**src/rtl/rr_mux_arbiter.sv**
```systemverilog
// rtl/rr_mux_arbiter.sv - round-robin packet arbiter steering 2**SELECT_SIZE requesters onto one valid/ready channel
module rr_mux_arbiter #(
   parameter int DATA_SIZE   = 1,
   parameter int SELECT_SIZE = 1,
   parameter int MAX_BEATS   = 0
) (
   input  logic                         clk,
   input  logic                         rst_n,
   input  logic [2**SELECT_SIZE-1:0]    req_valid,
   input  logic [DATA_SIZE-1:0]         req_data [2**SELECT_SIZE-1:0],
   input  logic [2**SELECT_SIZE-1:0]    req_last,
   output logic [2**SELECT_SIZE-1:0]    req_ready,
   output logic                         out_valid,
   output logic [DATA_SIZE-1:0]         out_data,
   output logic                         out_last,
   input  logic                         out_ready,
   output logic [SELECT_SIZE-1:0]       grant_port,
   output logic                         busy
);
   localparam int N  = 2**SELECT_SIZE;
   localparam int CW = (MAX_BEATS > 0) ? $clog2(MAX_BEATS + 1) : 1;
   localparam logic [CW-1:0] CNT_LAST = (MAX_BEATS > 0) ? CW'(MAX_BEATS - 1) : '0;

   localparam logic [0:0] ST_IDLE   = 1'b0;
   localparam logic [0:0] ST_LOCKED = 1'b1;

   logic [0:0]             state;
   logic [SELECT_SIZE-1:0] last_grant;
   logic [CW-1:0]          beat_cnt;
   logic [SELECT_SIZE-1:0] winner;
   logic [SELECT_SIZE-1:0] cand;
   logic                   locked;
   logic                   xfer;
   logic                   at_limit;
   logic                   release_cond;

   // Scan from farthest to nearest so the nearest requester after last_grant wins.
   always_comb begin
      winner = last_grant;
      cand   = '0;
      for (int i = N; i >= 1; i--) begin
         cand = last_grant + SELECT_SIZE'(i);
         if (req_valid[cand]) begin
            winner = cand;
         end
      end
   end

   assign locked       = (state == ST_LOCKED);
   assign busy         = locked;
   assign out_data     = req_data[grant_port];
   assign out_valid    = locked && req_valid[grant_port];
   assign xfer         = out_valid && out_ready;
   assign at_limit     = (MAX_BEATS > 0) && (beat_cnt == CNT_LAST);
   assign out_last     = out_valid && (req_last[grant_port] || at_limit);
   assign release_cond = xfer && (req_last[grant_port] || at_limit);

   always_comb begin
      req_ready = '0;
      if (locked && out_ready) begin
         req_ready[grant_port] = 1'b1;
      end
   end

   always_ff @(posedge clk or negedge rst_n) begin
      if (!rst_n) begin
         state      <= ST_IDLE;
         grant_port <= '0;
         last_grant <= '1;
         beat_cnt   <= '0;
      end else if (state == ST_IDLE) begin
         if (|req_valid) begin
            state      <= ST_LOCKED;
            grant_port <= winner;
            beat_cnt   <= '0;
         end
      end else begin
         if (release_cond) begin
            state      <= ST_IDLE;
            last_grant <= grant_port;
            beat_cnt   <= '0;
         end else if (xfer && (MAX_BEATS > 0)) begin
            beat_cnt <= beat_cnt + CW'(1);
         end
      end
   end
endmodule

```
**config.mk**
```make
export PLATFORM = sky130hd
export DESIGN_NAME = rr_mux_arbiter
export DESIGN_NICKNAME = d
export VERILOG_FILES = /design/src/rtl/rr_mux_arbiter.sv
export SDC_FILE = /design/constraint.sdc
export NUM_CORES = 1
export LEC_CHECK = 0
export BUFFER_PORTS_ARGS = -buffer_cell sky130_fd_sc_hd__buf_2
export CAP_MARGIN = 25
export CORE_AREA = 2 2 39 41
export DETAILED_ROUTE_END_ITERATION = 8
export DIE_AREA = 0 0 41 43
export GPL_TIMING_DRIVEN = 0
export HOLD_SLACK_MARGIN = 0.05
export RECOVER_POWER = 25
export SKIP_LAST_GASP = 1
export SLEW_MARGIN = 0
export SYNTH_ARGS = -nofsm -noshare
export SYNTH_HDL_FRONTEND = slang
export SYNTH_SLANG_ARGS = --single-unit
```
**constraint.sdc**
```tcl
create_clock -name clk -period 1.13 [get_ports clk]
set_input_delay 0.226 -clock clk [delete_from_list [all_inputs] [get_ports clk]]
set_output_delay 0.226 -clock clk [all_outputs]
set_load 0.05 [all_outputs]
```
=== After elaboration in Yosys (flattened, before gate mapping) ===
Index checks and enable logic that the tools add are counted.

* Flip-flop bits (word level): 3

* Add/sub/neg operators: 1
* $lt $le $gt $ge: 3
* Multiplexer cells: 15
* Bitwise gates (word level): 1
* Reductions and logical operators: 9

{| class="wikitable"
|+ Operator list
! cell !! count
|-
| 2-to-1 mux 1 bit || 13
|-
| logical AND 1 bit || 6
|-
| less-than comparator 1 x 2 -> 1 bit, second input constant || 2
|-
| AND reduction 2 bit || 2
|-
| 2-to-1 mux 2 bit || 1
|-
| OR reduction 2 bit || 1
|-
| adder 1 bit, second input constant || 1
|-
| demux 1 bit (select 1 bit) || 1
|-
| greater-or-equal comparator 1 bit, second input constant || 1
|-
| inverter 1 bit || 1
|}

=== Longest topological paths before layout ===
* Depth in word-level cells: 7
* Depth in mapped cells: 4
* Depth with buffers taken out: 3

=== Worst setup path before layout ===
No wires, ideal clock.

* Kind: register to output
* From: register grant_port
* To: output port out_valid
* Data arrival time: 1.536 ns
* Setup slack: -0.632 ns
* Cell stages (with the launch flop): 4
* Path buffers: 1
* Cell sequence: dfrtp_1 > buf_6 > mux2i_1 > nor2_1

* Longest elaborated chain between the ends: 3

{| class="wikitable"
|+ RTL lines
! item !! RTL line !! source
|-
| start: declaration || 17 || <nowiki>output logic [SELECT_SIZE-1:0] grant_port,</nowiki>
|-
| start signal: assignment || 74 || <nowiki>grant_port <= winner;</nowiki>
|-
| 2-to-1 mux 1 bit (implied by the code) (2 in a row) || 52 || <nowiki>assign out_valid = locked && req_valid[grant_port];</nowiki>
|-
| logical AND 1 bit || 52 ||
|-
| end: declaration || 13 || <nowiki>output logic out_valid,</nowiki>
|}

Every way passes these cells. The select of a mux whose other input is x is not followed.

=== Final worst setup path ===
* From: register grant_port
* To: output port out_last

* Longest elaborated chain between the ends: 4

{| class="wikitable"
|+ RTL lines
! item !! RTL line !! source
|-
| 2-to-1 mux 1 bit (implied by the code) (2 in a row) || 52 ||
|-
| logical AND 1 bit || 52 ||
|-
| logical AND 1 bit * || 55 || <nowiki>assign out_last = out_valid && (req_last[grant_port] || at_limit);</nowiki>
|-
| end: declaration || 15 || <nowiki>output logic out_last,</nowiki>
|}

Every way passes the cells marked *; elsewhere a longest branch is shown, timed or not. The select of a mux whose other input is x is not followed.

==> reports/qor.txt <==
largest net degree at the start of global routing: 8
largest cells by area after synthesis: dfrtp_1 24%, dfstp_2 13%, nand2_1 7.2%
data required time at the worst endpoint: 0.90 ns
area of combinational cells with multiple inputs: 171 µm²
TritonCTS buffer count: 3
Layout Utilization: 32.6%
mean post-synth cell area: 9.03 µm²
count of port buffers added during placement: 15
via density per instance: 4.33
smallest setup slack after layout: -0.322 ns
start point of the worst hold path: req_last[1]
global routing usage summed across all routing layers: 9.66%
number of antenna violations at the first check in global routing: 0
worst skew pair latency: 0.24 ns
total negative slack for setup checks: -1.47 ns
DRT Wirelength: 740 µm
leakage dissipation: 0.201 nW
final max-slew violation count: 0
Ant. Diodes: 0
netlist area before placement: 208 µm²
Synth Instances: 23
largest buffer count on any clock path: 2
DRC marker count from the first detailed-route iteration: 6
number of cells on the worst reg-to-reg path: 5
Top FF cell, synth: dfrtp_1
P per Cell Area: 2870 nW/µm²
element type at the critical path start: register
post-synthesis to final-layout area growth: 117%
kind of end point of the critical path: output port
Placement Cell Area: 327 µm²
clock-pin slew on the worst setup and hold paths: 0.04 ns
final setup vio count: 6
Fill cells: 150
Max-Cap Viols: 0
Post-Place Cells: 54
worst IR drop on VDD: 1.04 mV
1st-pass router iterations: 4
clk sink count: 3
maximum net fanout on the critical path: 7
die outline area: 1760 µm²
height of the chip: 43 µm
critical register-to-register path endpoint: last_grant
library cells used by synthesis: 17
CTS Root Cell: clkbuf_4
fmax: 0.688 GHz
Worst-Margin Slew: 0.208 ns
EDFF count, synth: 0
global-route wire length before repair: 1.04 mm
Synth Net Count: 32
initial cell density of the core: 15.0%
status: finished with violations
area taken by flip-flops and latches: 78.8 µm²
final weighted congestion of routability-driven global placement: 0.737
CORE AREA: 1380 µm²
top-area cell type share of the netlist area: 24.1%
Post-synth top cells: 4 x nand2_1, 2 x dfrtp_1, 2 x nand3_1, 2 x nor2_1
Residual DRC: 0
unrepaired setup endpoints after global routing: yes
share of synthesized area occupied by flip-flops and latches: 36.7%
final hold vios: 0
FP Rows: 14
shortest period the worst path allows: 1.45 ns
top-level I/O count: 16
via count of the first global-routing pass: 253
RR Startpoint: grant_port
die outline width: 41 µm
CTS tree: yes
final-stage net count: 55
Non-Filler Instances: 61
first element of the critical path: grant_port
Hold/Removal Path Class: primary input to register
setup clock skew after layout: 0.000983 ns
overflow left after global routing: 0
failing checks: setup timing
final worst path period share: 129%
arrival time worst endpoint: 1.23 ns
Yosys Warn Count: 0
layout cells sized above 1: 73.3%
htree depth: 1
count of vias placed by the detailed router: 264
termination of the worst setup path: out_last
cell type with the largest total area after synthesis: dfrtp_1
Antenna Nets Post-Route: 0
tightest slew margin relative to the limit: 85.9%
Async S/R FF share, synth: 100%
final hold slack: 0.226 ns
#FFs+latches synth: 3
R2R Setup Slk: -0.06 ns
category of the most critical setup path: register to output port
post-route cell area: 452 µm²
drt wl/cell: 12.1 µm
most common cell in the synthesized netlist: nand2_1
metrics by stage:
step | power, mW | worst slack, ns
finish | 1.30 | -0.322
global route | 1.38 | -0.370
CTS | 1.24 | -0.322
detailed placement | 0.872 | -0.166
global placement | 0.867 | -0.155
floorplan | 0.749 | -0.195
sequential cells by signal (all words and copies together), names as in the netlist:
| name | cells |
|---|---|
| last_grant | 1 |
| busy | 1 |
| grant_port | 1 |
worst min path at each step:
stage,end,slack (ns),depth (start not counted)
final,last_grant,0.23,3
after global routing,last_grant,0.24,3
after CTS,last_grant,0.21,3
after detailed placement,grant_port,0.02,1
after global placement,grant_port,0.02,1
after floorplan,busy,-0.07,0
critical path: stages, from the launching register on:
cell     delay (ns)
dfrtp_2        0.40
buf_6          0.14
nand3_2        0.08
o21ai_4        0.06
and2_4         0.16
buf_8          0.14
final cells by class:
| cell class | instances | area share, % |
|---|---|---|
| Timing Repair Buffer | 18 | 31.0 |
| Buffer | 1 | 2.49 |
| Inverter | 1 | 0.831 |
| Multi-Input combinational cell | 18 | 38.0 |
| Sequential cell | 3 | 17.5 |
| Clock buffer | 4 | 5.82 |
| Tap cell | 16 | 4.43 |
kinds of logic (layout without fill, tap and decap cells):
| group | after synthesis | after routing | synth area share (%) |
|---|---|---|---|
| AND/OR/NAND/NOR | 12 | 12 | 27.7 |
| buffers and inverters | 2 | 24 | 7.23 |
| AO/OA/AOI/OAI | 4 | 4 | 18.1 |
| multiplexers | 2 | 2 | 10.2 |
| flip-flops | 3 | 3 | 36.8 |
timing repair:
| action | 4_1_cts | 5_1_grt |
|---|---|---|
| hold buffers | 1 | 0 |
| gates cloned | 0 | 0 |
| pin swaps | 2 | 2 |
| endpoints found under the setup margin | 6 | 7 |
| resized for setup | 15 | 4 |
| setup buffers | 2 | 0 |
| endpoints found under the hold margin | 3 | 0 |
power breakdown:
group,total [mW],internal [mW],switching (mW),leakage [nW]
registers,0.220,0.169,0.0511,0.0304
logic,0.883,0.368,0.515,0.156
clock network,0.194,0.133,0.0609,0.0150
cells in the final DEF (no fill, tap or decap), types with 2 or more instances in the layout:
master	n
clkbuf_1	2
buf_6	4
nor2_4	2
clkbuf_4	3
buf_2	8
buf_4	3
buf_8	2
nand2_1	4
dfrtp_2	2
layer usage:
| metal | vias to the layer above | share of wire [%] | track usage (%) | wire length (µm) |
|---|---|---|---|---|
| li1 | 125 | - | - | - |
| met1 | 117 | 34 | 10.4 | 248 |
| met2 | 20 | 51 | 12.8 | 377 |
| met3 | 2 | 13 | 7.33 | 94 |
| met4 | 0 | 2.6 | 6.00 | 19 |
| met5 | - | 0 | 0 | 0 |
No activity file was read; power rests on OpenSTA's default activity.
